--- src/rtl/seg7_scan_ctrl_if.sv ---
// Message handshake bundle for the 7-segment scan controller.
// The producer offers a 16-bit message; the controller accepts it when ready.
interface seg7_scan_ctrl_if;
    logic [15:0] msg;
    logic        msg_valid;
    logic        msg_ready;

    modport master (
        output msg,
        output msg_valid,
        input  msg_ready
    );

    modport slave (
        input  msg,
        input  msg_valid,
        output msg_ready
    );
endinterface

--- src/rtl/seg7_scan_ctrl.sv ---
// Four-digit common-anode 7-segment scan controller.
// Blanks each slot before enabling its anode; swaps messages only at frame ends.
module seg7_scan_ctrl #(
    parameter int DIGIT_CYCLES = 16,
    parameter int BLANK_CYCLES = 2
) (
    input  logic              clk,
    input  logic              reset,
    seg7_scan_ctrl_if.slave   bus,
    output logic [3:0]        char,
    output logic [3:0]        an,
    output logic              frame_done
);
    localparam int CW = (DIGIT_CYCLES > 1) ? $clog2(DIGIT_CYCLES) : 1;
    localparam logic [CW-1:0] CNT_LAST = CW'(DIGIT_CYCLES - 1);
    localparam logic [CW-1:0] CNT_BLNK = CW'(BLANK_CYCLES);

    logic [CW-1:0] cnt_q, cnt_d;
    logic [1:0]    dig_q, dig_d;
    logic [15:0]   disp_q, disp_d;
    logic [15:0]   pend_q, pend_d;
    logic          pend_v_q, pend_v_d;

    logic slot_last;
    logic boundary;

    // Slot/digit sequencing plus pending-buffer capture and frame-end apply
    always_comb begin
        slot_last = (cnt_q == CNT_LAST);
        boundary  = slot_last && (dig_q == 2'd0);
        cnt_d     = slot_last ? '0 : cnt_q + CW'(1);
        dig_d     = slot_last ? dig_q - 2'd1 : dig_q;
        disp_d    = disp_q;
        pend_d    = pend_q;
        pend_v_d  = pend_v_q;
        if (boundary && pend_v_q) begin
            disp_d   = pend_q;
            pend_v_d = 1'b0;
        end else if (bus.msg_valid && !pend_v_q) begin
            pend_d   = bus.msg;
            pend_v_d = 1'b1;
        end
    end

    // State registers; reset restarts the frame at digit 3 with a blank message
    always_ff @(posedge clk or posedge reset) begin
        if (reset) begin
            cnt_q    <= '0;
            dig_q    <= 2'd3;
            disp_q   <= 16'h0000;
            pend_q   <= 16'h0000;
            pend_v_q <= 1'b0;
        end else begin
            cnt_q    <= cnt_d;
            dig_q    <= dig_d;
            disp_q   <= disp_d;
            pend_q   <= pend_d;
            pend_v_q <= pend_v_d;
        end
    end

    // Outputs decoded from registered state only
    always_comb begin
        char = 4'h0;
        an   = 4'b1111;
        unique case (dig_q)
            2'd3: char = disp_q[15:12];
            2'd2: char = disp_q[11:8];
            2'd1: char = disp_q[7:4];
            2'd0: char = disp_q[3:0];
            default: char = 4'h0;
        endcase
        if (cnt_q >= CNT_BLNK) begin
            an[dig_q] = 1'b0;
        end
        frame_done    = boundary;
        bus.msg_ready = !pend_v_q;
    end
endmodule

--- src/flat_wrapper.sv ---
// flat-port wrapper written by rule: the top's interface ports become plain ports
module seg7_scan_ctrl_flat 
#(
    parameter int DIGIT_CYCLES = 16,
    parameter int BLANK_CYCLES = 2
)
  (clk, reset, char, an, frame_done, bus_msg, bus_msg_valid, bus_msg_ready);
  seg7_scan_ctrl_if bus_i ();
  input  logic clk;
  input  logic reset;
  output logic [3:0] char;
  output logic [3:0] an;
  output logic frame_done;
  input wire logic [$bits(bus_i.msg)-1:0] bus_msg;
  input wire logic [$bits(bus_i.msg_valid)-1:0] bus_msg_valid;
  output wire logic [$bits(bus_i.msg_ready)-1:0] bus_msg_ready;
  assign bus_i.msg = bus_msg;
  assign bus_i.msg_valid = bus_msg_valid;
  assign bus_msg_ready = bus_i.msg_ready;
  seg7_scan_ctrl #(.DIGIT_CYCLES(DIGIT_CYCLES), .BLANK_CYCLES(BLANK_CYCLES)) u_core (.clk(clk), .reset(reset), .bus(bus_i), .char(char), .an(an), .frame_done(frame_done));
endmodule
--- config.mk ---
export PLATFORM = sky130hd
export DESIGN_NAME = seg7_scan_ctrl_flat
export DESIGN_NICKNAME = d
export VERILOG_FILES = /design/src/rtl/seg7_scan_ctrl_if.sv /design/src/rtl/seg7_scan_ctrl.sv /design/src/flat_wrapper.sv
export SDC_FILE = /design/constraint.sdc
export NUM_CORES = 1
export LEC_CHECK = 0
export ABC_AREA = 1
export CAP_MARGIN = 20
export CORE_UTILIZATION = 45
export CTS_CLUSTER_DIAMETER = 150
export DETAILED_ROUTE_END_ITERATION = 12
export PLACE_DENSITY_LB_ADDON = 0.08
export SYNTH_ARGS = -nofsm -noshare
export SYNTH_HDL_FRONTEND = slang
export SYNTH_SLANG_ARGS = --single-unit
export TNS_END_PERCENT = 50
--- constraint.sdc ---
create_clock -name clk -period 3.8 [get_ports clk]
set_input_delay 0.38 -clock clk [delete_from_list [all_inputs] [get_ports clk]]
set_output_delay 0.38 -clock clk [all_outputs]
set_load 0.01 [all_outputs]
==> run metrics <==
Post-Syn Area 1813 um^2; clock skew 3.922 ps; # resized after CTS 0; CTS sink count 39; Tmin final 2469 ps; antenna fix cells 0; sw frac 23.97%; synthesized area per cell 8.633 um^2; Clock power frac 37.0%; post-synth top area share 51.07%; Worst Hold Class flop to flop; Final Wtd Congestion 0.8419; nature of the critical path endpoint primary output; leading area contributor after synthesis dfrtp_1; Synth cell types 18; worst vdd ir 0.2325 mV; clock buffer depth 2; Reg clk slew, reported paths 70 ps; crit path max fanout 18; Worst-Margin Slew 637.0 ps; delay-heaviest family, CP buffers and inverters; synthesized flop and latch total 39; post-route DRC violation count 0; logic gate share of total power 9.3%; Synth Area in Compound Gates 0.8282%; Die Y 65.48 um; Iter 0 DRT Violations 56; Worst Path Required 3420 ps; synth warn 0; antenna violations before repair 0; fraction of the mapped netlist area in simple logic gates 34.51%; htree depth 2; syn_nets 236; Die Width 65.48 um; register share of total power 53.6%; largest family of logic cells by synthesized area simple AND/OR/NAND/NOR gates; vias in the first global route 1425; post-DP HPWL 2.623 mm; Max Slew Vio Count 0; Max-Cap Viols 0; layout cells sized above 1 7.531%; All-Layer GR Usage 20.25%; fin crit share 64.97%; arrival time of the worst setup path 2090 ps; setup TNS 0 ps; wire length per cell 12.28 um; status completed; Static Leakage 0.001170 uW; final wirelength 3.523 mm; starting density of the core 48.08%; Core Area 3771 um^2; mux cell area share after synthesis 0%; Power Dens Cells 428.1 nW/um^2; Fillers 323; ranking of synthesized cells by area dfrtp_1 (51%), nand2_1 (20%), nand3_1 (10%); sequential-to-total area share from yosys stat 53.97%; CTS Buf Count 5; Top FF cell, synth dfrtp_1; unrepaired setup endpoints after global routing no; post-layout util 59.06%; XOR/XNOR Fraction of Synth Area 0.9662%; Post-synth EDFFs 0; Critical Path Max Stage Delay 580 ps; CTS Hold Bufs 0; Max transition margin 57.53%; grt ovf 0; adder-cell share of the synthesized area 4.831%; number of port buffers 28; I/O pin count 29; Final ANT Viol Nets 0; internal power 724.9 uW; Final Hold Vio Count 0; CTS tree done; highest clock rate 0.4051 GHz; Non-Filler Instances 287; CP Class flop to primary output; Clock Latency Late Sink 290 ps; Post-CTS Setup Inserts 0; Syn Inst Count 210; Async SR Flop Fraction 100.0%; vias per std cell 4.951; root buf cell clkbuf_8; DP Cell Count 279; Area Overhead vs Synth 22.84%; synth cell count leaders nand2_1 (96), nand3_1 (38), dfrtp_1 (37), inv_1 (8), ha_1 (7); CP cell instances inv_1, ha_1, inv_2, nor2_8, clkdlybuf4s50_1; worst path bufs/invs 3; Switch Pwr 228.6 uW; CP max-delay cell clkdlybuf4s50_1; top-count cell post-synth nand2_1; Die ar. 4287 um^2; first-pass GRT wire length 6.389 mm; crit start category flop; site row count 22; setup violators final 0; iteration count of the initial detailed-routing pass 4; largest net degree at the start of global routing 40; Final nets 264; total number of vias 1421
==> registers in the layout, indices dropped and copies added (netlist names) <==
name / count
u_core.cnt_q: 4
u_core.dig_q: 2
u_core.disp_q: 16
u_core.pend_q: 16
u_core.pend_v_q: 1
==> final timing paths <==
kind / start / end / slack (ps) / cells past startpoint
min in group asynchronous: reset / u_core.pend_q[12] / 500 / 3
min reg2reg: u_core.pend_q[9] / u_core.pend_q[9] / 480 / 2
max: u_core.dig_q[0] / frame_done / 1330 / 5
max in group asynchronous: reset / u_core.dig_q[1] / 2940 / 3
min: u_core.pend_q[9] / u_core.pend_q[9] / 480 / 2
max reg2reg: u_core.pend_v_q / u_core.pend_q[13] / 2190 / 4
==> power by group through the flow <==
stage	combinational, uW	clock [uW]	sequential, uW
2_1_floorplan	63.9	0	501
3_3_place_gp	85.1	0	516
3_5_place_dp	91.8	0	519
4_1_cts	91.9	361	511
5_1_grt	104	385	518
6_report	88.8	353	511
==> cell families (layout without fill, tap and decap cells) <==
family	count (synthesis)	in the layout
AO/OA/AOI/OAI	3	3
XOR/XNOR	2	2
adder cells (fa/ha/maj)	7	7
buffers and inverters	18	47
flip-flops	39	39
AND/OR/NAND/NOR	141	141
==> tightest hold or removal path, stage by stage, from the launching register on <==
cell     delay [ps]
dfrtp_1         350
nand2_1          50
nand2_1          40
==> layout make-up <==
class | count | area (um^2) | share of cell area (%)
Clock buffer | 6 | 82.58 | 3.708
Clock inverter | 2 | 35.03 | 1.573
Inverter | 10 | 37.54 | 1.685
Multi-Input combinational cell | 153 | 745.7 | 33.48
Sequential cell | 39 | 978.4 | 43.93
Tap cell | 48 | 60.06 | 2.697
Timing Repair Buffer | 29 | 287.8 | 12.92
==> metrics by stage <==
stage	power [uW]	hold slack, ps	instance area (um^2)	setup WS, ps
final	953.5	475.7	2227	1331
after global placement	601.6	460.4	2110	1693
after global routing	1008	495.9	2227	1175
after floorplan	565.0	441.7	1813	2216
after detailed placement	610.6	460.6	2110	1642
after CTS	964.1	479.3	2227	1319
==> layer usage <==
layer | vias up | track usage [%] | routed length [um]
li1 | 724 | - | -
met1 | 659 | 25.45 | 1620
met2 | 31 | 32.60 | 1707
met3 | 7 | 5.729 | 123
met4 | 0 | 8.424 | 72
met5 | - | 0 | 0
==> layout by cell type, fill, tap and decap left out <==
cell type	count
inv_1	8
dfrtp_1	37
dfstp_2	2
nor2_8	1
xor2_1	2
clkinv_2	1
inv_2	2
nor2_1	2
nand2_2	1
o21ai_0	2
clkdlybuf4s50_1	28
nor2_2	1
bufinv_16	1
nand3_1	38
nand2_1	96
nand3_4	2
o21ai_1	1
ha_1	7
buf_4	1
clkbuf_8	6
(Power assumes the default switching activity.)
